===== src/rtl/cpu_pkg.sv =====
//----------------------------------------------------------------------------
// cpu_pkg
// Shared types and constants for the multiply/divide unit.
//   mdu_op_t    : operation select (MUL / DIV)
//   mdu_state_t : control FSM state encoding
//   MDU_ITERS   : shift iterations per operation (one per operand bit)
//----------------------------------------------------------------------------
`timescale 1ns/1ps
package cpu_pkg;

   typedef enum logic {
      MDU_MUL = 1'b0,
      MDU_DIV = 1'b1
   } mdu_op_t;

   typedef enum logic [1:0] {
      IDLE = 2'd0,
      CALC = 2'd1,
      DONE = 2'd2
   } mdu_state_t;

   localparam int unsigned MDU_ITERS = 16;

endpackage


===== src/rtl/mdu_step.sv =====
//----------------------------------------------------------------------------
// mdu_step
// One combinational iteration of the unsigned multiply/divide datapath.
//   op       : MDU_MUL = shift-add, MDU_DIV = restoring shift-subtract
//   acc      : working register. MUL: {partial high, multiplier/low product}
//              DIV: {partial remainder, dividend/quotient}
//   m        : multiplicand (MUL) or divisor (DIV) magnitude
//   acc_next : working register after this iteration
//----------------------------------------------------------------------------
`timescale 1ns/1ps
module mdu_step
   import cpu_pkg::*;
(
   input  mdu_op_t     op,
   input  logic [31:0] acc,
   input  logic [15:0] m,
   output logic [31:0] acc_next
);

   logic [16:0] sum;
   logic [32:0] sh;
   logic [15:0] diff;
   logic        ge;

   always_comb begin
      // MUL: add multiplicand into high half when multiplier lsb is set,
      // then shift the whole {carry, high, low} right by one.
      sum  = {1'b0, acc[31:16]} + (acc[0] ? {1'b0, m} : 17'd0);
      // DIV: shift {rem, quot} left; try subtracting the divisor.
      sh   = {1'b0, acc, 1'b0} >> 1;
      sh   = {acc, 1'b0};
      ge   = (sh[32:16] >= {1'b0, m});
      // When ge holds the true difference is below m, so 16 bits suffice.
      diff = sh[31:16] - m;
      acc_next = acc;
      if (op == MDU_MUL) begin
         acc_next = {sum, acc[15:1]};
      end else if (ge) begin
         acc_next = {diff, sh[15:1], 1'b1};
      end else begin
         acc_next = sh[31:0];
      end
   end

endmodule


===== src/rtl/mul_div_unit.sv =====
//----------------------------------------------------------------------------
// mul_div_unit
// Iterative signed 16x16 multiplier / 16/16 divider with register-file
// write-back strobes.
//   clk, rst        : clock, asynchronous active-low reset
//   halt_sys        : synchronous freeze of all state
//   start, op       : request, MDU_MUL / MDU_DIV
//   operand_a/b     : multiplicand/dividend, multiplier/divisor
//   dest_addr       : destination register of the low result half
//   busy, done      : CALC or DONE / one-cycle result strobe
//   write_data      : {high, low} result, held between operations
//   write_en, R0_en : write strobes (equal to done)
//   write_address   : destination of the last result
//   div_by_zero     : last accepted DIV had a zero divisor
//   fsm_state       : current control state (debug visibility)
//
// Handshake: start is taken on a rising edge only when the unit is IDLE and
// halt_sys=0; requests at other times are dropped, not queued. done is high
// exactly while the FSM sits in DONE, and write_data/write_address are valid
// whenever done=1.
//----------------------------------------------------------------------------
`timescale 1ns/1ps
module mul_div_unit
   import cpu_pkg::*;
(
   input  logic        clk,
   input  logic        rst,
   input  logic        halt_sys,
   input  logic        start,
   input  logic        op,
   input  logic [15:0] operand_a,
   input  logic [15:0] operand_b,
   input  logic [3:0]  dest_addr,
   output logic        busy,
   output logic        done,
   output logic [31:0] write_data,
   output logic        write_en,
   output logic        R0_en,
   output logic [3:0]  write_address,
   output logic        div_by_zero,
   output mdu_state_t  fsm_state
);

   mdu_state_t  state, state_next;
   logic        accept, calc_step, calc_end, dbz_now;
   logic [4:0]  cnt;
   mdu_op_t     op_q;
   logic [3:0]  dest_q;
   logic        sign_q, sign_r;
   logic [31:0] acc, acc_next, mul_fix, result;
   logic [15:0] m_q, abs_a, abs_b, quot_fix, rem_fix;

   assign abs_a   = operand_a[15] ? -operand_a : operand_a;
   assign abs_b   = operand_b[15] ? -operand_b : operand_b;
   assign dbz_now = (mdu_op_t'(op) == MDU_DIV) && (operand_b == 16'd0);

   // Control FSM: next state and step qualifiers. halt_sys suppresses all.
   always_comb begin
      state_next = state;
      accept     = 1'b0;
      calc_step  = 1'b0;
      calc_end   = 1'b0;
      if (!halt_sys) begin
         case (state)
            IDLE: if (start) begin
               accept     = 1'b1;
               state_next = dbz_now ? DONE : CALC;
            end
            CALC: if (cnt == 5'(MDU_ITERS)) begin
               // Extra cycle after the last iteration applies sign fix-up.
               calc_end   = 1'b1;
               state_next = DONE;
            end else begin
               calc_step  = 1'b1;
            end
            DONE:    state_next = IDLE;
            default: state_next = IDLE;
         endcase
      end
   end

   always_ff @(posedge clk or negedge rst) begin
      if (!rst) state <= IDLE;
      else      state <= state_next;
   end

   mdu_step u_step (
      .op       (op_q),
      .acc      (acc),
      .m        (m_q),
      .acc_next (acc_next)
   );

   // Sign fix-up of the unsigned magnitudes.
   assign mul_fix  = sign_q ? -acc : acc;
   assign quot_fix = sign_q ? -acc[15:0] : acc[15:0];
   assign rem_fix  = sign_r ? -acc[31:16] : acc[31:16];
   assign result   = (op_q == MDU_MUL) ? mul_fix : {rem_fix, quot_fix};

   always_ff @(posedge clk or negedge rst) begin
      if (!rst) begin
         cnt           <= 5'd0;
         op_q          <= MDU_MUL;
         dest_q        <= 4'd0;
         sign_q        <= 1'b0;
         sign_r        <= 1'b0;
         acc           <= 32'd0;
         m_q           <= 16'd0;
         write_data    <= 32'd0;
         write_address <= 4'd0;
         div_by_zero   <= 1'b0;
      end else if (accept) begin
         cnt         <= 5'd0;
         op_q        <= mdu_op_t'(op);
         dest_q      <= dest_addr;
         sign_q      <= operand_a[15] ^ operand_b[15];
         sign_r      <= operand_a[15];
         div_by_zero <= dbz_now;
         // MUL iterates over the multiplier bits; DIV over the dividend bits.
         acc <= {16'd0, (mdu_op_t'(op) == MDU_DIV) ? abs_a : abs_b};
         m_q <= (mdu_op_t'(op) == MDU_DIV) ? abs_b : abs_a;
         if (dbz_now) begin
            write_data    <= {operand_a, 16'hFFFF};
            write_address <= dest_addr;
         end
      end else if (calc_step) begin
         acc <= acc_next;
         cnt <= cnt + 5'd1;
      end else if (calc_end) begin
         write_data    <= result;
         write_address <= dest_q;
      end
   end

   assign fsm_state = state;
   assign busy      = (state != IDLE);
   assign done      = (state == DONE);
   assign write_en  = done;
   assign R0_en     = done;

endmodule


===== config.mk =====
export PLATFORM = sky130hd
export DESIGN_NAME = mul_div_unit
export DESIGN_NICKNAME = d
export VERILOG_FILES = /design/src/rtl/cpu_pkg.sv /design/src/rtl/mdu_step.sv /design/src/rtl/mul_div_unit.sv
export SDC_FILE = /design/constraint.sdc
export NUM_CORES = 1
export LEC_CHECK = 0
export ABC_AREA = 1
export CORE_MARGIN = 4
export CORE_UTILIZATION = 25
export DETAILED_ROUTE_END_ITERATION = 16
export GPL_TIMING_DRIVEN = 0
export PLACE_DENSITY = 0.5
export SLEW_MARGIN = 25
export SYNTH_ARGS = -nofsm -noshare
export SYNTH_HDL_FRONTEND = slang
export SYNTH_SLANG_ARGS = --single-unit

===== constraint.sdc =====
create_clock -name clk -period 4.1 [get_ports clk]
set_input_delay 0.82 -clock clk [delete_from_list [all_inputs] [get_ports clk]]
set_output_delay 0.82 -clock clk [all_outputs]
set_load 0.005 [all_outputs]

==> results.toml, run 1 <==
[outcome]
run_status = "complete, no violations"

[critical_path]
crit_arrival_ns = 3.26
r2r_end = "acc[29]"
cp_slowest_stage_delay_ns = 0.38
worstPathCellList = "buf_2, buf_1, nand2_1, inv_1, ha_1, inv_1, fa_1, inv_1, nand3_1, nand2_1, nand2_1, nand2_1, nand3_1, nand3_1, nand3_1, nand2_1, inv_1, nand2_1, nand2_1"
crit_family = "simple AND/OR/NAND/NOR gates"
crit_buf_inv = 6
crit_top_cell = "nand2_1"
crit_slowest_cell = "buf_1"
end_kind = "flip-flop"
worst-r2r-setup-slack_ns = 1.09
cp_data_required_time_ns = 4.35
path_class = "flip-flop to flip-flop"
cp_max_fo = 10
ff2ff_path_depth = 19
rr_startpoint = "acc[0]"
cp-start-kind = "flip-flop"

[detailed_routing]
routedWlPerCell_um = 18.1
num_vias = 9199
ant_nets = 0
route.met2.wl_um = 15000
firstDrtPassIters = 7
top_layer = "met4"
drc = 0
wl_met1_um = 16200
routed-wl-met3_um = 2320
drtIter0Drc = 688
totalWireLength_um = 34300
via_per_inst = 4.85

[cells_and_area]
layout_common_cells = "417 x nand2_1, 162 x inv_1, 145 x nor2_1"
instances_no_fill = 1895
layout_commonest_cell = "nand2_1"
area_delta_synth_final_pct = 20.0
antennaDiodeCount = 0
fin_nets = 1523
layout-drive-gt1-share_pct = 4.70

[sta]
setup-violations-final = 0
post-route-period-util_pct = 73.5
period_minus_slack_ns = 3.01
fmax_mhz = 332
setup_tns_ns = 0
hold_viol_final = 0
relSlewSlack_pct = 44.8
rsz0062_at_grt = "no"
skew_ns = 0.0163
tightest_slew_ns = 0.829
finalMaxSlewViolations = 0

[power_and_ir_drop]
ir_drop_mv = 0.300
total_power_mw = 8.29
power.leakage_nw = 5.06
p_per_area_nw_per_um2 = 814

[grt]
grt_overflow = 0
antenna_found_initial = 0
grt_usage_pct = 18.5
grt_pass1_wl_um = 52500
grt_pass1_vias = 8938
grt_max_degree = 62

[yosys]
async_reset_ff_share_pct = 100
yosysSeqAreaShare_pct = 29.2
ys_dominant_reg_cell = "dfrtp_1"
yosys_warnings = 0
syn_nets = 1429
syn_area_per_cell_um2 = 6.29
synth_edf_count = 0
postSynthCellCount = 1348
ys_seq_elements = 99
yosysUniqueCellTypes = 44
mappedNetlistArea_um2 = 8480

[run]
max_cap_violations = 0

[min_path]
hold_class = "primary input to async pin"

[floorplan]
num_rows = 67
die_h_um = 192
ioPinCount = 84
die_area_um2 = 36900
core_area_um2 = 33500
initial_core_util_pct = 25.3
die_w_um = 192

[placed_design]
globalplace.congestion = 0.970
port_buffers = 82
dp_hpwl_um = 28500
dp.cells = 1879

[clocking]
cts_made_buffers = 9
cts_hold_buf = 0
cts_tree = "done"
htree_levels = 3
postCtsSetupRepairBufs = 0
worstSkewPairLatency_ns = 0.37
post_cts_resized = 0
numClockSinks = 99
root_buffer = "clkbuf_16"
path_clk_slew_ns = 0.08
cts_buffer_depth = 2
state kept, by name, indices dropped and copies added (netlist names):
signal,count
sign_q,1
fsm_state,2
cnt,5
acc,32
write_address,4
div_by_zero,1
dest_q,4
write_data,32
sign_r,1
op_q,1
m_q,16
worst reg2reg max path, cell delays in order, from the launching register on:
cell     delay (ns)
dfrtp_1        0.32
buf_2          0.22
buf_1          0.38
nand2_1        0.09
inv_1          0.07
ha_1           0.24
inv_1          0.09
fa_1           0.38
inv_1          0.12
nand3_1        0.09
nand2_1        0.14
nand2_1        0.06
nand2_1        0.12
nand3_1        0.13
nand3_1        0.11
nand3_1        0.10
nand2_1        0.11
inv_1          0.05
nand2_1        0.05
nand2_1        0.04
worst max path at each step:
stage | startpoint | end | cells after the start
global placement | rst | write_data[9] | 1
detailed placement | operand_b[0] | write_data[21] | 11
global route | acc[0] | acc[29] | 19
CTS | acc[0] | acc[29] | 19
finish | acc[0] | acc[29] | 19
floorplan | acc[0] | acc[29] | 19
per-stage QoR:
stage | hold WS [ns] | util, % | setup slack (ns) | area, um2
after floorplan | 0.445 | - | 1.75 | 8480
after global placement | 0.461 | 29.4 | -2.06 | 9870
after detailed placement | 0.466 | 29.5 | 0.970 | 9890
after CTS | 0.375 | 30.4 | 1.11 | 10200
after global routing | 0.393 | 30.4 | 0.817 | 10200
final | 0.370 | 30.4 | 1.09 | 10200
power by group:
part	internal, mW	switching [mW]	total, mW	leakage (nW)
clock network	0.424	0.438	0.862	0.136
registers	1.44	0.574	2.01	1.21
logic	1.98	3.43	5.42	3.71
total	3.84	4.45	8.29	5.06
logic make-up (layout without fill, tap and decap cells):
logic type               count (synthesis)  count (layout)  synth area share (%)
flip-flops                              99              99                  29.2
AND/OR/NAND/NOR                        723             723                  35.7
AO/OA/AOI/OAI                          230             230                  15.2
buffers and inverters                  223             322                  10.4
XOR/XNOR                                33              33                  3.41
adder cells (fa/ha/maj)                 40              40                  6.08
cells in the mapped netlist (4+ instances only):
master    instances  area, um2
clkbuf_1         20       75.1
inv_2            17       63.8
a22oi_1           8       60.1
nor3_1           14       70.1
o31ai_1           5       37.5
a31oi_1          15       93.8
a21oi_1          67        335
buf_1             5       18.8
o211ai_1         11       82.6
nand3_1         104        521
o22ai_1          10       62.6
dfrtp_1          99       2480
xor2_1           24        210
nand2_1         417       1570
o21ai_0          75        375
nand3b_1          4       30.0
nor2_1          145        544
ha_1             38        475
xnor2_1           9       78.8
o221ai_1          7       61.3
buf_2            13       65.1
inv_1           162        608
nor2_2            5       31.3
o21ai_1          24        120
nand4_1          21        131
cell type report:
class	count	area (um2)
Buffer	43	204
Clock inverter	7	60.1
Sequential cell	99	2480
Timing Repair Buffer	83	850
Clock buffer	9	225
Multi-Input combinational cell	1026	5130
Inverter	180	676
Fill cell	3848	23400
Tap cell	448	561
metal layers:
layer | vias to the layer above | GRT usage, %
met5 | - | 0
met4 | 0 | 5.16
met1 | 4279 | 26.3
met3 | 42 | 3.14
li1 | 4575 | -
met2 | 303 | 29.0
No activity file was read; power rests on OpenSTA's default activity.
==> inputs of run 2 (changes only) <==
==> constraint.sdc (replaced) <==
create_clock -name clk -period 3 [get_ports clk]
set_input_delay 0.6 -clock clk [delete_from_list [all_inputs] [get_ports clk]]
set_output_delay 0.6 -clock clk [all_outputs]
set_load 0.005 [all_outputs]
==> results.toml, run 2 (synthesized netlist as in run 1, its figures left out) <==
[outcome]
run_status = "complete, no violations"

[power_and_ir_drop]
p_int_mw = 5.25
pwr-share-seq_pct = 24.3
swShare_pct = 53.7
ir_drop_mv = 0.413
p_per_area_nw_per_um2 = 1110
p_clk_share_pct = 10.4
switchingPower_mw = 6.08
power.leakage_nw = 5.06
total_power_mw = 11.3
p_comb_share_pct = 65.3

[clocking]
post_cts_resized = 0
path_clk_slew_ns = 0.08
postCtsSetupRepairBufs = 0
numClockSinks = 99
cts_hold_buf = 0
htree_levels = 3
cts_tree = "done"
root_buffer = "clkbuf_16"
worstSkewPairLatency_ns = 0.37
cts_buffer_depth = 2
cts_made_buffers = 9

[sta]
finalMaxSlewViolations = 0
whs_ns = 0.150
period_minus_slack_ns = 2.72
hold_viol_final = 0
post-route-period-util_pct = 90.5
rsz0062_at_grt = "no"
relSlewSlack_pct = 45.6
skew_ns = 0.0153
fmax_mhz = 368
setup-violations-final = 0
tightest_slew_ns = 0.817
setup_slack_ns = 0.285
setup_tns_ns = 0

[placed_design]
globalplace.congestion = 0.970
port_buffers = 82
dp_hpwl_um = 28500
dp_worst_setup_slack_ns = 0.0190
dp.cells = 1879
dpl_cell_area_um2 = 9890

[run]
max_cap_violations = 0

[min_path]
hold_class = "primary input to async pin"

[cells_and_area]
layout_commonest_cell = "nand2_1"
fill_cells = 3847
fin_area_um2 = 10200
multi_input_area_um2 = 5130
final_util_pct = 30.3
area_delta_synth_final_pct = 19.9
seq_area_um2 = 2480
antennaDiodeCount = 0
layout-drive-gt1-share_pct = 4.70
largestRegisters = "acc: 32 flops, write_data: 32 flops, m_q: 16 flops"
layout_common_cells = "417 x nand2_1, 162 x inv_1, 145 x nor2_1"
instances_no_fill = 1894
fin_nets = 1522

[grt]
antenna_found_initial = 0
grt_usage_pct = 18.5
grt_pass1_wl_um = 52500
grt_overflow = 0
grt_pass1_vias = 8938
grt_max_degree = 62

[critical_path]
path_class = "flip-flop to flip-flop"
end_kind = "flip-flop"
cp_data_required_time_ns = 3.25
cp_slowest_stage_delay_ns = 0.38
worstPathCellList = "buf_2, nand2_1, inv_1, ha_1, inv_1, fa_1, inv_1, nand3_1, nand2_1, nand2_1, nand2_1, nand3_1, nand3_1, nand3_1, nand2_1, inv_1, nand2_1, nand2_1"
crit_family = "simple AND/OR/NAND/NOR gates"
crit_top_cell = "nand2_1"
crit_arrival_ns = 2.96
cp_max_fo = 19
cp-start-kind = "flip-flop"
crit_slowest_cell = "fa_1"
crit_buf_inv = 5

[detailed_routing]
ant_nets = 0
totalWireLength_um = 34500
firstDrtPassIters = 5
routedWlPerCell_um = 18.2
drtIter0Drc = 716
num_vias = 9276
via_per_inst = 4.90
drc = 0

[floorplan]
core_area_um2 = 33500
ioPinCount = 84
num_rows = 67
die_area_um2 = 36900
die_w_um = 192
die_h_um = 192
initial_core_util_pct = 25.3
==> run 2: path summary, 6_finish.rpt <==
kind                                startpoint          endpoint  slack, ns  depth (start not counted)
worst min register to register  write_data[24]    write_data[24]       0.48                          2
worst max-delay path                    acc[0]           acc[29]       0.28                         18
worst max register to register          acc[0]           acc[29]       0.28                         18
min in group clk                write_data[24]    write_data[24]       0.48                          2
worst min-delay path                       rst           acc[22]       0.15                          1
max in group asynchronous                  rst  write_address[3]       2.19                          2
==> run 2: routing by layer <==
metal / track usage [%] / vias to the layer above / share of wire, %
li1: - / 4569 / -
met1: 26.3 / 4351 / 47
met2: 29.0 / 309 / 44
met3: 3.14 / 47 / 6.9
met4: 5.16 / 0 / 2.3
met5: 0 / - / 0
==> run 2: power groups by stage <==
stage	Combinational [mW]	Sequential [mW]	Clock, mW
floorplan	4.95	2.43	0
global placement	7.32	2.76	0
detailed placement	7.32	2.77	0
CTS	7.37	2.74	1.21
global route	8.35	2.83	1.26
finish	7.39	2.75	1.18
==> run 2: final cells by class <==
cell class                      instances  area share [%]
Multi-Input combinational cell       1026            50.4
Sequential cell                        99            24.3
Timing Repair Buffer                   83            8.35
Inverter                              180            6.64
Tap cell                              448            5.51
Clock buffer                            9            2.21
Buffer                                 42            1.97
Clock inverter                          7           0.590
==> run 2: worst reg2reg max path, cell delays in order (launching register included) <==
cell     delay, ns
dfrtp_1       0.32
buf_2         0.32
nand2_1       0.09
inv_1         0.06
ha_1          0.23
inv_1         0.09
fa_1          0.38
inv_1         0.12
nand3_1       0.09
nand2_1       0.14
nand2_1       0.06
nand2_1       0.12
nand3_1       0.12
nand3_1       0.10
nand3_1       0.10
nand2_1       0.11
inv_1         0.05
nand2_1       0.05
nand2_1       0.05
